[src/rtl/multicycle_control.sv]
// Multi-cycle RV32I control sequencer: one state per cycle, memory handshake on
// mem_ready, and a wrapping counter of retired instructions.
module multicycle_control #(
    parameter int unsigned CNT_W = 32
) (
    input  logic             clk,
    input  logic             reset,
    input  logic [6:0]       opcode,
    input  logic             mem_ready,
    input  logic             br_taken,
    output logic             pc_write,
    output logic             ir_write,
    output logic             iord,
    output logic             mem_read,
    output logic             mem_write,
    output logic             reg_write,
    output logic [1:0]       mem_to_reg,
    output logic [1:0]       alu_src_a,
    output logic [1:0]       alu_src_b,
    output logic [1:0]       alu_op,
    output logic [1:0]       pc_src,
    output logic             instr_done,
    output logic             illegal,
    output logic [3:0]       state,
    output logic [CNT_W-1:0] instret
);

    typedef enum logic [3:0] {
        StFetch   = 4'd0,
        StDecode  = 4'd1,
        StMemAddr = 4'd2,
        StMemRd   = 4'd3,
        StMemWb   = 4'd4,
        StMemWr   = 4'd5,
        StExec    = 4'd6,
        StAluWb   = 4'd7,
        StBranch  = 4'd8,
        StJal     = 4'd9,
        StJalr    = 4'd10
    } state_e;

    localparam logic [6:0] OpR      = 7'b0110011;
    localparam logic [6:0] OpI      = 7'b0010011;
    localparam logic [6:0] OpLoad   = 7'b0000011;
    localparam logic [6:0] OpStore  = 7'b0100011;
    localparam logic [6:0] OpBranch = 7'b1100011;
    localparam logic [6:0] OpJal    = 7'b1101111;
    localparam logic [6:0] OpJalr   = 7'b1100111;

    state_e           state_q, state_d;
    logic [6:0]       opc_q;
    logic [CNT_W-1:0] instret_q;

    always_comb begin
        pc_write   = 1'b0;
        ir_write   = 1'b0;
        iord       = 1'b0;
        mem_read   = 1'b0;
        mem_write  = 1'b0;
        reg_write  = 1'b0;
        mem_to_reg = 2'b00;
        alu_src_a  = 2'b00;
        alu_src_b  = 2'b00;
        alu_op     = 2'b00;
        pc_src     = 2'b00;
        instr_done = 1'b0;
        illegal    = 1'b0;
        state_d    = state_q;

        case (state_q)
            StFetch: begin
                mem_read  = 1'b1;
                alu_src_b = 2'b01;
                if (mem_ready) begin
                    ir_write = 1'b1;
                    pc_write = 1'b1;
                    state_d  = StDecode;
                end
            end
            StDecode: begin
                // ALUOut <- oldPC + imm, the branch/jal target
                alu_src_a = 2'b01;
                alu_src_b = 2'b10;
                case (opcode)
                    OpR, OpI:        state_d = StExec;
                    OpLoad, OpStore: state_d = StMemAddr;
                    OpBranch:        state_d = StBranch;
                    OpJal:           state_d = StJal;
                    OpJalr:          state_d = StJalr;
                    default: begin
                        illegal = 1'b1;
                        state_d = StFetch;
                    end
                endcase
            end
            StMemAddr: begin
                alu_src_a = 2'b10;
                alu_src_b = 2'b10;
                state_d   = (opc_q == OpStore) ? StMemWr : StMemRd;
            end
            StMemRd: begin
                mem_read = 1'b1;
                iord     = 1'b1;
                if (mem_ready) state_d = StMemWb;
            end
            StMemWb: begin
                reg_write  = 1'b1;
                mem_to_reg = 2'b01;
                instr_done = 1'b1;
                state_d    = StFetch;
            end
            StMemWr: begin
                mem_write = 1'b1;
                iord      = 1'b1;
                if (mem_ready) begin
                    instr_done = 1'b1;
                    state_d    = StFetch;
                end
            end
            StExec: begin
                alu_src_a = 2'b10;
                alu_src_b = (opc_q == OpR) ? 2'b00 : 2'b10;
                alu_op    = 2'b10;
                state_d   = StAluWb;
            end
            StAluWb: begin
                reg_write  = 1'b1;
                instr_done = 1'b1;
                state_d    = StFetch;
            end
            StBranch: begin
                alu_src_a  = 2'b10;
                alu_op     = 2'b01;
                pc_src     = 2'b01;
                pc_write   = br_taken;
                instr_done = 1'b1;
                state_d    = StFetch;
            end
            StJal: begin
                // PC already holds oldPC+4, so it is the link value
                reg_write  = 1'b1;
                mem_to_reg = 2'b10;
                pc_write   = 1'b1;
                pc_src     = 2'b01;
                instr_done = 1'b1;
                state_d    = StFetch;
            end
            StJalr: begin
                alu_src_a  = 2'b10;
                alu_src_b  = 2'b10;
                pc_src     = 2'b10;
                pc_write   = 1'b1;
                reg_write  = 1'b1;
                mem_to_reg = 2'b10;
                instr_done = 1'b1;
                state_d    = StFetch;
            end
            default: state_d = StFetch;
        endcase

        // Reset silences every strobe and select so an abandoned access has no effect
        if (reset) begin
            pc_write   = 1'b0;
            ir_write   = 1'b0;
            iord       = 1'b0;
            mem_read   = 1'b0;
            mem_write  = 1'b0;
            reg_write  = 1'b0;
            mem_to_reg = 2'b00;
            alu_src_a  = 2'b00;
            alu_src_b  = 2'b00;
            alu_op     = 2'b00;
            pc_src     = 2'b00;
            instr_done = 1'b0;
            illegal    = 1'b0;
        end
    end

    always_ff @(posedge clk) begin
        if (reset) begin
            state_q   <= StFetch;
            opc_q     <= 7'd0;
            instret_q <= '0;
        end else begin
            state_q <= state_d;
            if (state_q == StDecode) opc_q <= opcode;
            if (instr_done) instret_q <= instret_q + CNT_W'(1);
        end
    end

    assign state   = state_q;
    assign instret = instret_q;

endmodule
[config.mk]
export PLATFORM = sky130hd
export DESIGN_NAME = multicycle_control
export DESIGN_NICKNAME = d
export VERILOG_FILES = /design/src/rtl/multicycle_control.sv
export SDC_FILE = /design/constraint.sdc
export NUM_CORES = 1
export LEC_CHECK = 0
export CAP_MARGIN = 25
export CELL_PAD_IN_SITES_DETAIL_PLACEMENT = 1
export CELL_PAD_IN_SITES_GLOBAL_PLACEMENT = 1
export CORE_ASPECT_RATIO = 1.2
export CORE_MARGIN = 2
export CORE_UTILIZATION = 36
export CTS_CLUSTER_SIZE = 16
export DETAILED_ROUTE_END_ITERATION = 12
export PLACE_DENSITY = 0.83
export SLEW_MARGIN = 30
export SYNTH_ARGS = -nofsm -noshare
export SYNTH_HDL_FRONTEND = slang
export SYNTH_SLANG_ARGS = --single-unit
[constraint.sdc]
create_clock -name clk -period 2.3 [get_ports clk]
set_input_delay 0.23 -clock clk [delete_from_list [all_inputs] [get_ports clk]]
set_output_delay 0.23 -clock clk [all_outputs]
set_load 0.01 [all_outputs]
# Word level (Yosys, flattened, before mapping)
# Cells that the tools add are included.
[classes]
add_sub_neg = 1
n_mux = 35
n_reduce_logical = 13
n_eq_ne = 22
[ops]
columns = ["cell", "n"]
rows = [
  ["32-bit by 1-bit adder with 32-bit output (second input constant)", 1],
  ["7-bit by 6-bit equality test with 1-bit output (second input constant)", 4],
  ["4-bit one-hot mux with 6 select lines", 1],
  ["7-bit equality test (second input constant)", 3],
  ["4-bit one-hot mux with 5 select lines", 1],
  ["4-bit by 3-bit equality test with 1-bit output (second input constant)", 4],
  ["1-bit two-way mux", 16],
  ["2-bit one-hot mux with 2 select lines", 4],
  ["4-bit equality test (second input constant)", 3],
  ["2-bit two-way mux", 6],
  ["4-bit two-way mux", 3],
  ["2-bit OR reduction", 6],
  ["4-bit by 2-bit equality test with 1-bit output (second input constant)", 2],
  ["4-bit OR reduction", 2],
  ["7-bit by 2-bit equality test with 1-bit output (second input constant)", 1],
  ["7-bit by 5-bit equality test with 1-bit output (second input constant)", 1],
  ["7-bit OR reduction", 1],
  ["2-bit != test (second input constant)", 3],
  ["2-bit one-hot mux with 3 select lines", 1],
  ["5-bit OR reduction", 1],
  ["4-bit by 1-bit equality test with 1-bit output (second input constant)", 1],
  ["4-bit zero test", 1],
  ["3-bit two-way mux", 1],
  ["1-bit one-hot mux with 3 select lines", 1],
  ["3 further kinds", 3],
]
[word_totals]
inputBits = 11
elab_cells = 74
ff_bits = 43

# Longest topological paths before layout
# Gate-level depths: netlist of the first run.
[logic_depth]
ltp_word = 5
mapped_depth = 7
ltp_nobuf = 4

# Worst setup path before layout of the first run
# OpenSTA, ideal clock, no wires.
[synth_timing]
kind = "flip-flop to output port"
startpoint = "register state_q[0], in the netlist state[0]"
endpoint = "output port illegal"
t_arrival_ns = 1.620
slack_ns = 0.450
path_stages_with_launch = 5
required_ns = 2.070
cell_sequence = "dfxtp_1 > buf_4 > or4b_1 > clkbuf_1 > nor4_1"
[synth_between]
elab_chain_cells = 3
[synth_rtl]
columns = ["item", "line", "rtl"]
rows = [
  ["start: declaration", "50", "state_e state_q, state_d;"],
  ["start signal: assignment", "181", "state_q <= StFetch;"],
  ["start signal: assignment", "185", "state_q <= state_d;"],
  ["4-bit by 1-bit equality test with 1-bit output", "70", "case (state_q)"],
  ["1-bit two-way mux", "70", ""],
  ["1-bit two-way mux", "162", "if (reset) begin"],
  ["end: declaration", "23", "output logic illegal,"],
]
# Every way passes these cells.

# Worst setup path after layout of the first run
[layout_timing]
startpoint = "register state_q[3], in the netlist state[3]"
endpoint = "output port alu_src_b[0]"
[layout_between]
elab_chain_cells = 4
[layout_rtl]
columns = ["item", "line", "rtl"]
rows = [
  ["4-bit by 1-bit equality test with 1-bit output, or another cell as far along", "70", ""],
  ["3-bit OR reduction (no line)", "n/a", ""],
  ["2-bit one-hot mux with 3 select lines *", "70", ""],
  ["2-bit two-way mux *", "162", ""],
  ["end: declaration", "19", "output logic [1:0] alu_src_b,"],
]
# Every way passes the cells marked *; elsewhere a longest branch is shown, timed or not.

==> results of run 1 <==
path summary, 6_finish.rpt:
| check | slack (ns) | endpoint | start | cells after the start |
|---|---|---|---|---|
| hold reg to reg | 0.47 | opc_q[1]$_SDFFE_PP0P_ | opc_q[1]$_SDFFE_PP0P_ | 2 |
| setup reg to reg | 0.16 | instret[16]$_SDFFE_PP0P_ | state[1]$_SDFFE_PP0P_ | 7 |
| hold / removal | 0.37 | opc_q[1]$_SDFFE_PP0P_ | reset | 3 |
| setup / recovery | 0.16 | alu_src_b[0] | state[3]$_SDFFE_PP0P_ | 4 |
per-layer routing:
metal / track usage (%) / up-vias
li1: - / 1305
met1: 27.1 / 1310
met2: 32.7 / 49
met3: 2.32 / 8
met4: 5.13 / 0
met5: 0 / -
layout make-up:
| type | instances | area share (%) |
|---|---|---|
| Tap cell | 90 | 3.19 |
| Sequential cell | 43 | 24.4 |
| Inverter | 7 | 0.744 |
| Clock inverter | 2 | 0.992 |
| Timing Repair Buffer | 82 | 22.4 |
| Multi-Input combinational cell | 243 | 45.9 |
| Clock buffer | 6 | 2.34 |
power by group:
part | total, W | internal, W | leakage, nW | switching [W]
Sequential | 0.000756 | 0.000751 | 0.347 | 0.00000492
Combinational | 0.000132 | 0.0000608 | 0.794 | 0.0000710
Clock | 0.000627 | 0.000352 | 0.0612 | 0.000275
state kept, by name, summed over array words and instances, names as in the netlist:
register,cells
instret,32
opc_q,7
state,4
cells by family (layout without fill, tap and decap cells):
group	Yosys count	after routing	synth area share, %
compound gates	64	64	15.5
buf+inv	30	97	6.10
fa+ha+maj	1	1	0.477
mux	12	12	6.68
flops	43	43	32.8
xor+xnor	3	3	1.00
simple gates	163	163	37.4
synth_stat cells, types with 4 or more instances:
library cell / n
inv_1: 7
nor4_2: 10
nand2b_1: 6
and2_1: 5
or3_1: 5
or4_1: 17
buf_2: 4
buf_6: 5
nand4_1: 12
and4_1: 6
nand3_1: 9
o31ai_1: 17
dfxtp_1: 43
mux2_4: 11
nor2b_1: 14
nand2_1: 29
nor2_1: 27
nor3_1: 9
a21oi_1: 32
clkbuf_1: 10
through the flow:
step	hold slack, ns	util [%]	power, W	instances	cell area [um2]
floorplan	0.366	-	0.000839	316	2620
global placement	0.439	47.3	0.000899	464	3380
detailed placement	0.456	47.3	0.000902	464	3380
CTS	0.374	49.0	0.00152	472	3500
global route	0.399	49.4	0.00157	473	3530
finish	0.368	49.4	0.00151	473	3530
worst register-to-register path, cell delays in order (launching register included):
cell and delay, ns:
dfxtp_1 0.33, buf_4 0.20, or3b_4 0.43, a32oi_4 0.27, buf_4 0.16, buf_12 0.23, nor4_1 0.12, mux2_4 0.30
what timing repair did:
item | 4_1_cts | 5_1_grt
pin swaps | 0 | 1
resized for setup | 4 | 7
setup buffers | 0 | 1
setup endpoints to repair | 3 | 4
==> results.cfg, run 1 <==
[run_status]
status = finished, final reports clean

[finish]
drive_gt1_share_pct = 14.4
multi_input_area_um2 = 1620
area_growth_pct = 34.6
final_common_cell = clkdlybuf4s50_1
layout.nets = 394
fill_cells = 876
regArea_um2 = 861
final_cell_mix = clkdlybuf4s50_1, dfxtp_1, a21oi_1, nand2_1, nor2_1
antenna_cells = 0

[detailed_routing]
topRoutingLayerUsed = met4
m1WireLength_um = 3490
wl_met2_um = 3900
ant_nets = 0
vias_per_cell = 5.65
num_vias = 2672
drt-initial-drc-count = 114
avgRoutedWirePerCell_um = 16.2
drc = 0
dr.pass1.iters = 4
dr_wl_met3_um = 191
drt-total-wl_um = 7680

[floorplanning]
ioPinCount = 65
fp.coreArea_um2 = 7150
rows = 34
die_y_um = 97.5
design.die.area_um2 = 7990
start_util_pct = 36.7
die_w_um = 81.9

[critical_path]
crit_family = buffers and inverters
max_stage_delay_ns = 0.56
critPathBufInv = 2
critPathMaxFanout = 15
end_kind = output port
cp.arrival_ns = 1.91
critPathKind = reg -> out
path_cells = buf_4 -> or3_1 -> nor3_2 -> clkdlybuf4s50_1
slowest_stage = clkdlybuf4s50_1
startpoint_type = flip-flop
required_ns = 2.07

[clock_tree]
clk_latency_ns = 0.30
htreeDepth = 2
cts_tree = built
cts.clk_slew.worst_paths_ns = 0.08
clockBufferDepth = 2
numClockSinks = 43
cts-buffers-inserted = 5
ctsRootBufferMaster = clkbuf_8
cts_hold_buf = 0

[timing]
finalClockSkew_ns = 0.00696
fmax_mhz = 467
period_needed_ns = 2.14
fin_crit_sh_pct = 93.2
finalHoldViolCount = 0
slew_headroom_pct = 69.4
setup_viol = 0
finalWorstSetupSlack_ns = 0.157
worst_pin_slew_ns = 0.455
rsz0062_at_grt = false
finalSetupTns_ns = 0
slew_viol_final = 0

[synth]
ys_types = 48
synth_warnings = 0
ys_ff_latch = 43
synth_area_leader_cell = dfxtp_1
ys_async_sr_fraction_pct = 0
synth_ff_type = dfxtp_1
syn_nets = 328
syn_area_um2 = 2620
netlist_top_cells_area = dfxtp_1, mux2_4, a21oi_1
synth.top_cell.area_share_pct = 32.8
yosysSeqAreaShare_pct = 32.8
synth.avg_cell_area_um2 = 8.30
synth-edff-count = 0
synthCells = 316

[placed_design]
routabilityCongestion = 0.829
dp_slack_ns = 0.122
dp_hpwl_um = 5310
port_buffers = 64

[grt]
grt_pass1_wl_um = 12900
grt_usage_pct = 19.8
overflow = 0
grt_max_degree = 52
first_global_vias = 2683
grt_antenna_before_repair = 0

[flow_run]
maxCapViolations = 0

[pwr]
power.static_leakage_nw = 1.20
p_per_area_nw_per_um2 = 429
vdd.ir_drop.worst_v = 0.000268

[min_path]
min_path_type = in -> reg
Note: power is estimated with default switching activity, not from simulation.
==> run 2: changes to the inputs <==
Settings changed: TNS_END_PERCENT from default to 10.
==> run 2 against run 1 <==
Net effect: sequential power is essentially flat; core utilization shrank 0.25 points; power is essentially flat; fmax shrank 5.8%; worst setup slack lost 0.13 ns; combinational power is essentially flat; non-clock buffer count shrank 1; largest cell class unchanged; critical path depth grew 1; highest routed layer unchanged; largest power group unchanged; clock power is essentially flat; global-route usage is the same; die area is the same.
==> results.cfg, run 2 (synthesis results as in run 1) <==
[detailed_routing]
avgRoutedWirePerCell_um = 16.1
dr.pass1.iters = 4
drt-total-wl_um = 7620
drt-initial-drc-count = 109
ant_nets = 0
num_vias = 2662
vias_per_cell = 5.64
drc = 0

[run_status]
status = finished, final reports clean

[timing]
finalHoldViolCount = 0
setup_viol = 0
finalSetupTns_ns = 0
slew_viol_final = 0
slew_headroom_pct = 70.3
rsz0062_at_grt = true
period_needed_ns = 2.28
worst_pin_slew_ns = 0.442
finalClockSkew_ns = 0.00741
fin_crit_sh_pct = 98.9
fmax_mhz = 439

[floorplanning]
start_util_pct = 36.7
design.die.area_um2 = 7990
die_w_um = 81.9
die_y_um = 97.5
rows = 34
fp.coreArea_um2 = 7150
ioPinCount = 65

[placed_design]
port_buffers = 64
dp_hpwl_um = 5310
dpl-instance-area_um2 = 3380
routabilityCongestion = 0.829

[critical_path]
startpoint_type = flip-flop
reg2reg_depth = 6
r2r-start = state[0]$_SDFFE_PP0P_
end_kind = output port
required_ns = 2.07
reg2reg_slack_ns = 0.29
critPathMaxFanout = 10
reg2reg_to = instret[16]$_SDFFE_PP0P_
critPathKind = reg -> out
cp.arrival_ns = 2.05

[clock_tree]
cts_resized = 4
cts_hold_buf = 0
cts-buffers-inserted = 5
numClockSinks = 43
cts_tree = built
clockBufferDepth = 2
ctsRootBufferMaster = clkbuf_8
htreeDepth = 2
post_cts.repair.setup_buffers = 0
cts.clk_slew.worst_paths_ns = 0.08
clk_latency_ns = 0.30

[min_path]
min_path_type = in -> reg
hold_path_depth = 3
worstHoldStart = reset
hold-path-endpoint = state[1]$_SDFFE_PP0P_

[flow_run]
maxCapViolations = 0

[grt]
grt_antenna_before_repair = 0
grt_max_degree = 52
gr-usage-met1_pct = 27.1
grtUsageMet3_pct = 2.32
grt_usage_pct = 19.8
first_global_vias = 2683
grt_pass1_wl_um = 12900
overflow = 0
met2_usage_pct = 32.7
top_usage_layer = met2

[finish]
antenna_cells = 0
largest_reg_flops = 32
design_area_um2 = 3510
drive_gt1_share_pct = 13.9
layout.nets = 393
area_growth_pct = 34.0
final_cell_mix = clkdlybuf4s50_1, dfxtp_1, a21oi_1, nand2_1, nor2_1
fill_cells = 876
final_common_cell = clkdlybuf4s50_1

[pwr]
vdd.ir_drop.worst_v = 0.000267
p_per_area_nw_per_um2 = 431
power.static_leakage_nw = 1.18
-- run 2: changes by cell type in the layout (fill, tap and decap cells not counted), sizes merged --
cell           before  now
buf                19   18
clkdlybuf4s50      58   59
dlymetal6s2s        3    2
-- run 2: layer usage --
metal  wire length, um  vias up
met5                 0        -
met4                95        0
met3               192        8
met2              3850       49
met1              3480     1304
li1                  -     1301
-- run 2: worst max-delay path, cell delays in order (launching register included) --
cell             delay, ns
dfxtp_1               0.36
buf_4                 0.17
or3b_4                0.41
a32oi_4               0.26
nor2_1                0.07
clkdlybuf4s50_1       0.48
-- run 2: worst max-delay path by stage --
stage / start / to / slack, ns / cells after the start
floorplan: state[0]$_SDFFE_PP0P_ / illegal / 0.45 / 4
global placement: mem_ready / instret[16]$_SDFFE_PP0P_ / 0.18 / 6
detailed placement: mem_ready / instret[16]$_SDFFE_PP0P_ / 0.12 / 6
CTS: state[3]$_SDFFE_PP0P_ / ir_write / 0.009 / 5
global route: state[0]$_SDFFE_PP0P_ / instr_done / -0.04 / 5
finish: state[0]$_SDFFE_PP0P_ / instr_done / 0.02 / 5
-- run 2: report_power, final --
part           total, W  internal [W]  leakage (nW)  switching (W)
Combinational  0.000130     0.0000595         0.769      0.0000707
Clock          0.000628      0.000352        0.0612       0.000277
Sequential     0.000755      0.000751         0.347     0.00000466
-- run 2: per-stage QoR --
step	power (W)	hold slack (ns)	cells	setup slack (ns)	utilization (%)
final	0.00151	0.374	472	0.0242	49.2
after global routing	0.00157	0.399	472	-0.0416	49.2
after CTS	0.00152	0.374	472	0.00938	49.0
after detailed placement	0.000902	0.456	464	0.122	47.3
after global placement	0.000899	0.439	464	0.176	47.3
after floorplan	0.000839	0.366	316	0.450	-
-- run 2: layout make-up --
class / instances / area [um2] / share of cell area (%)
Clock buffer: 6 / 82.6 / 2.35
Clock inverter: 2 / 35.0 / 0.997
Inverter: 7 / 26.3 / 0.748
Multi-Input combinational cell: 243 / 1620 / 46.0
Sequential cell: 43 / 861 / 24.5
Tap cell: 90 / 113 / 3.20
Timing Repair Buffer: 81 / 782 / 22.2
==> run 3: changes to the inputs <==
Settings changed: TNS_END_PERCENT 10 to default.
==> results of run 3 <==
Same layout as run 1: the final DEF is identical, and so are final timing and power.
